[src/rtl/sr_pulse_driver.sv]
// Request conditioner for a NAND SR latch: synchronises and debounces set/clear requests and
// turns each debounced rising edge into one fixed-width, never-overlapping s or r pulse.
module sr_pulse_driver #(
  parameter int unsigned DB_CYCLES      = 16,
  parameter int unsigned PULSE_CYCLES   = 4,
  parameter int unsigned GAP_CYCLES     = 2,
  parameter bit          OUT_ACTIVE_LOW = 1'b1
) (
  input  logic clk,
  input  logic rst_n,
  input  logic set_req,
  input  logic clr_req,
  output logic s,
  output logic r,
  output logic busy,
  output logic conflict
);

  localparam int unsigned DbW   = $clog2(DB_CYCLES + 1);
  localparam int unsigned TmMax = (PULSE_CYCLES > GAP_CYCLES) ? PULSE_CYCLES : GAP_CYCLES;
  localparam int unsigned TmW   = $clog2(TmMax + 1);

  localparam logic [DbW-1:0] DbLast    = DbW'(DB_CYCLES - 1);
  localparam logic [TmW-1:0] PulseLast = TmW'(PULSE_CYCLES - 1);
  localparam logic [TmW-1:0] GapLast   = TmW'(GAP_CYCLES - 1);

  localparam logic OutOff = OUT_ACTIVE_LOW;
  localparam logic OutOn  = !OUT_ACTIVE_LOW;

  typedef enum logic [1:0] {StIdle, StSet, StClr, StGap} state_e;

  // Index 0 carries the set request, index 1 the clear request.
  logic [1:0]          req;
  logic [1:0]          sync1_q, sync2_q;
  logic [1:0]          deb_q, deb_d, deb_prev_q;
  logic [1:0][DbW-1:0] db_cnt_q, db_cnt_d;
  logic [1:0]          evt;
  logic                set_evt, clr_evt;

  logic                pend_set_q, pend_set_d;
  logic                pend_clr_q, pend_clr_d;
  state_e              state_q, state_d;
  logic [TmW-1:0]      tm_q, tm_d;
  logic                s_q, r_q, busy_q;

  assign req = {clr_req, set_req};

  always_ff @(posedge clk or negedge rst_n) begin
    if (!rst_n) begin
      sync1_q    <= '0;
      sync2_q    <= '0;
      deb_q      <= '0;
      deb_prev_q <= '0;
      db_cnt_q   <= '0;
    end else begin
      sync1_q    <= req;
      sync2_q    <= sync1_q;
      deb_q      <= deb_d;
      deb_prev_q <= deb_q;
      db_cnt_q   <= db_cnt_d;
    end
  end

  // The counter only survives an unbroken run of mismatches; any match restarts it.
  always_comb begin
    deb_d    = deb_q;
    db_cnt_d = '0;
    for (int i = 0; i < 2; i++) begin
      if (sync2_q[i] != deb_q[i]) begin
        if (db_cnt_q[i] == DbLast) begin
          deb_d[i] = ~deb_q[i];
        end else begin
          db_cnt_d[i] = db_cnt_q[i] + DbW'(1);
        end
      end
    end
  end

  assign evt      = deb_q & ~deb_prev_q;
  assign set_evt  = evt[0];
  assign clr_evt  = evt[1];
  assign conflict = set_evt & clr_evt;

  always_comb begin
    state_d    = state_q;
    tm_d       = tm_q;
    pend_set_d = pend_set_q;
    pend_clr_d = pend_clr_q;

    case (state_q)
      StIdle: begin
        if (pend_set_q) begin
          state_d    = StSet;
          pend_set_d = 1'b0;
          tm_d       = '0;
        end else if (pend_clr_q) begin
          state_d    = StClr;
          pend_clr_d = 1'b0;
          tm_d       = '0;
        end
      end
      StSet, StClr: begin
        if (tm_q == PulseLast) begin
          state_d = StGap;
          tm_d    = '0;
        end else begin
          tm_d = tm_q + TmW'(1);
        end
      end
      StGap: begin
        if (tm_q == GapLast) begin
          state_d = StIdle;
          tm_d    = '0;
        end else begin
          tm_d = tm_q + TmW'(1);
        end
      end
      default: begin
        state_d = StIdle;
        tm_d    = '0;
      end
    endcase

    // Newer events override whatever is queued; a simultaneous pair cancels both.
    if (set_evt && clr_evt) begin
      pend_set_d = 1'b0;
      pend_clr_d = 1'b0;
    end else if (set_evt) begin
      pend_set_d = 1'b1;
      pend_clr_d = 1'b0;
    end else if (clr_evt) begin
      pend_set_d = 1'b0;
      pend_clr_d = 1'b1;
    end
  end

  always_ff @(posedge clk or negedge rst_n) begin
    if (!rst_n) begin
      state_q    <= StIdle;
      tm_q       <= '0;
      pend_set_q <= 1'b0;
      pend_clr_q <= 1'b0;
      s_q        <= OutOff;
      r_q        <= OutOff;
      busy_q     <= 1'b0;
    end else begin
      state_q    <= state_d;
      tm_q       <= tm_d;
      pend_set_q <= pend_set_d;
      pend_clr_q <= pend_clr_d;
      // Outputs registered from the next state so they switch together with state_q.
      s_q        <= (state_d == StSet) ? OutOn : OutOff;
      r_q        <= (state_d == StClr) ? OutOn : OutOff;
      busy_q     <= (state_d != StIdle);
    end
  end

  assign s    = s_q;
  assign r    = r_q;
  assign busy = busy_q;

endmodule

[config.mk]
export PLATFORM = sky130hd
export DESIGN_NAME = sr_pulse_driver
export DESIGN_NICKNAME = d
export VERILOG_FILES = /design/src/rtl/sr_pulse_driver.sv
export SDC_FILE = /design/constraint.sdc
export NUM_CORES = 1
export LEC_CHECK = 0
export CORE_ASPECT_RATIO = 0.7
export CORE_MARGIN = 3
export CORE_UTILIZATION = 51
export CTS_CLUSTER_DIAMETER = 30
export CTS_CLUSTER_SIZE = 10
export DETAILED_ROUTE_END_ITERATION = 10
export HOLD_SLACK_MARGIN = 0.15
export PLACE_DENSITY_LB_ADDON = 0.2
export SKIP_LAST_GASP = 1
export SYNTH_ARGS = -nofsm -noshare
export SYNTH_HDL_FRONTEND = slang
export SYNTH_SLANG_ARGS = --single-unit
[constraint.sdc]
create_clock -name clk -period 1.8 [get_ports clk]
set_input_delay 0.18 -clock clk [delete_from_list [all_inputs] [get_ports clk]]
set_output_delay 0.18 -clock clk [all_outputs]
set_load 0.03 [all_outputs]
==> metrics.txt <==
Initial Util 56.0%; Setup violations, final 0; Placed Cells 143; Root Buffer clkbuf_4; Post-synth EDFFs 0; min-delay worst type in -> async; first-pass iteration count of the detailed router 4; XOR/XNOR Fraction of Synth Area 4.22%; Synth Area in Adders under 10%; largest net degree at the start of global routing 20; hold slack final 0.162 ns; setup tns final 0 ns; cts bufs inserted 3; Final WS setup 0.0716 ns; row count 14; Syn Std Cell Area about 1200 µm²; vias in the first global route 696; Peak supply drop 0.898 mV; antenna violations before repair 0; share of layout cells above drive strength 1 14.8%; clock latency on the worst-skew pair around 0.32 ns; share of the yosys chip area belonging to registers 56.5%; CP Class reg -> reg; number of vias per cell just under 5; FFs w/ async S/R, synth 100%; I/O Pins 8; RePlAce Congestion 0.741; final WL between 1500 and 2000 µm; biggest cell delay along the critical path approximately 0.44 ns; first-pass GRT wire length 3020 µm; syn avg cell area 12.2 µm²; Startpoint Class register; DR WL/cell approximately 12 µm; cell area after layout 1430 µm²; largest family of logic cells by synthesized area simple AND/OR/NAND/NOR gates; Ant. Diodes 0; Synth Register Bits 28; Synth Warn # 0; GRT overflow 0; Worst Path Required a little over 2 ns; Reg clk slew, reported paths 0.14 ns; LEAKAGE 0.701 nW; chip height roughly 47 µm; Final period util a little over nine tenths; post-route minimum period about 1.7 ns; Fin Clk Skew 0.0104 ns; Hold Violations, Final 0; Layout area overhead 14.9%; Clock Path Buffers 2; GRT Total Usage between 10% and 20%; die area 3080 µm²; CTS tree yes; CTS HTree Levels 1; Placed Area around 1400 µm²; nets about 130; Die X approximately 65 µm; Worst-Margin Slew roughly 0.48 ns; pre-CTS setup slack between 0.08 and 0.09 ns; total number of vias between 700 and 800; post-synthesis compound-gate area fraction between 10% and 20%; Critical Path AT roughly 2 ns; Post-DRT Antenna Nets 0; final std cells w/o fill 147; sum of net half-perimeters after detailed placement approximately 1300 µm; Cell variety after synth 28; CP Capture Type register; Max FO, Critical Path 4; power density over the cells ~1200 nW/µm²; Main synth FF type dfrtp_1; Slowest cell on crit path dfrtp_1; worst path cell trace ha_1 > ha_1 > o21a_1 > a311oi_2 > a2bb2o_4; Slew HR 68.2%; RSZ-0062 raised after global routing false; Worst path most repeated cell ha_1; Cells after Synth slightly above 100; power after layout around 1.8 mW; core area 2220 µm²; # port buffers 7; mux contribution to synthesized area 2.71%; drc violations 0; total clock sinks 28; Iteration-0 DRC Markers 29; fillers ~190; Core Util, Final between 60 and 70%; run status complete, no violations; simple-gate portion of the synthesized area between 10% and 20%; fin. max-slew vios 0; max_cap viols 0; fmax between 500 and 600 MHz; Synthesized Nets between 100 and 150
[repair_timing]
item / CTS / global route
setup endpoints to repair: 1 / 0
gates resized for setup: 1 / 0
setup buffers: 0 / 0
hold buffers: 0 / 0
[logic make-up after synthesis]
kind of cell	Yosys count
compound gates	15
mux	3
fa+ha+maj	8
simple gates	33
buf+inv	9
xor+xnor	6
flops	28
[metal layers]
| metal | part of all wire [%] | GRT usage [%] |
|---|---|---|
| met1 | 49 | 17.7 |
| met2 | 45 | 21.5 |
| met3 | 4.8 | 4.55 |
| met4 | 1.0 | 3.72 |
| met5 | 0 | 0 |
[registers in the layout, summed over array words and instances (netlist names)]
register	cells
deb_q	2
s	1
state_q	2
db_cnt_q	10
r	1
sync2_q	2
sync1_q	2
pend_set_q	1
tm_q	3
busy	1
pend_clr_q	1
deb_prev_q	2
[cells in the final DEF, fill, tap and decap left out, drive strengths merged, types with 2 or more instances in the layout]
master,Yosys,routed
a21oi,3,3
and2,3,3
and2b,2,2
and3,2,2
buf,1,3
clkbuf,0,3
clkdlybuf4s50,0,6
dfrtp,26,26
dfstp,2,2
ha,8,8
inv,8,8
mux2,3,3
nand2,3,3
nand2b,4,4
nand3,4,4
nor2,9,9
nor2b,2,2
nor3b,2,2
o21a,2,2
o21ai,2,2
o31ai,2,2
xor2,6,6
[worst paths after layout]
check | slack (ns) | startpoint | cells past startpoint | end
max | 0.07 | tm_q[0] | 5 | r
min | 0.16 | rst_n | 1 | db_cnt_q[7]
max reg2reg | 0.07 | tm_q[0] | 5 | r
min reg2reg | 0.37 | sync1_q[0] | 0 | sync2_q[0]
max in group asynchronous | 1.18 | rst_n | 2 | deb_q[0]
min in group clk | 0.28 | clr_req | 1 | sync1_q[1]
[cell type report]
| type | instances | area [µm²] | area share (%) |
|---|---|---|---|
| clock buffer | 3 | 22.5 | 1.57 |
| tap | 32 | 40.0 | 2.80 |
| timing repair buffer | 10 | 104 | 7.26 |
| inverter | 8 | 30.0 | 2.10 |
| sequential | 28 | 703 | 49.2 |
| multi-input combinational | 65 | 500 | 35.0 |
| clock inverter | 1 | 30.0 | 2.10 |
[critical path: cells and delay by family, from the launching register on]
family,cells,cell delay [ns]
AOI/OAI and AO/OA,3,0.81
adders and majority gates,2,0.46
DFF,1,0.44
[synthesized netlist by cell type (all sizes together), types with 2 or more instances]
library cell  instances  share of area (%)
mux2                  3                2.7
nor2b                 2                1.0
inv                   8                2.4
nor3b                 2                1.2
nor2                  9                2.7
o31ai                 2                1.2
a21oi                 3                1.2
dfstp                 2                4.2
dfrtp                26                 52
and3                  2                1.0
ha                    8                8.0
and2                  3                1.5
and2b                 2                1.4
nand2b                4                2.0
nand3                 4                1.6
nand2                 3               0.90
xor2                  6                4.2
o21a                  2                1.2
o21ai                 2               0.80
[power by group]
part           internal (mW)  leakage, nW  switching, mW
sequential             0.717        0.364         0.0449
combinational          0.298        0.309          0.317
clock                  0.225       0.0279          0.168
total                   1.24        0.701          0.530
Power figures use the tool's default switching activity.
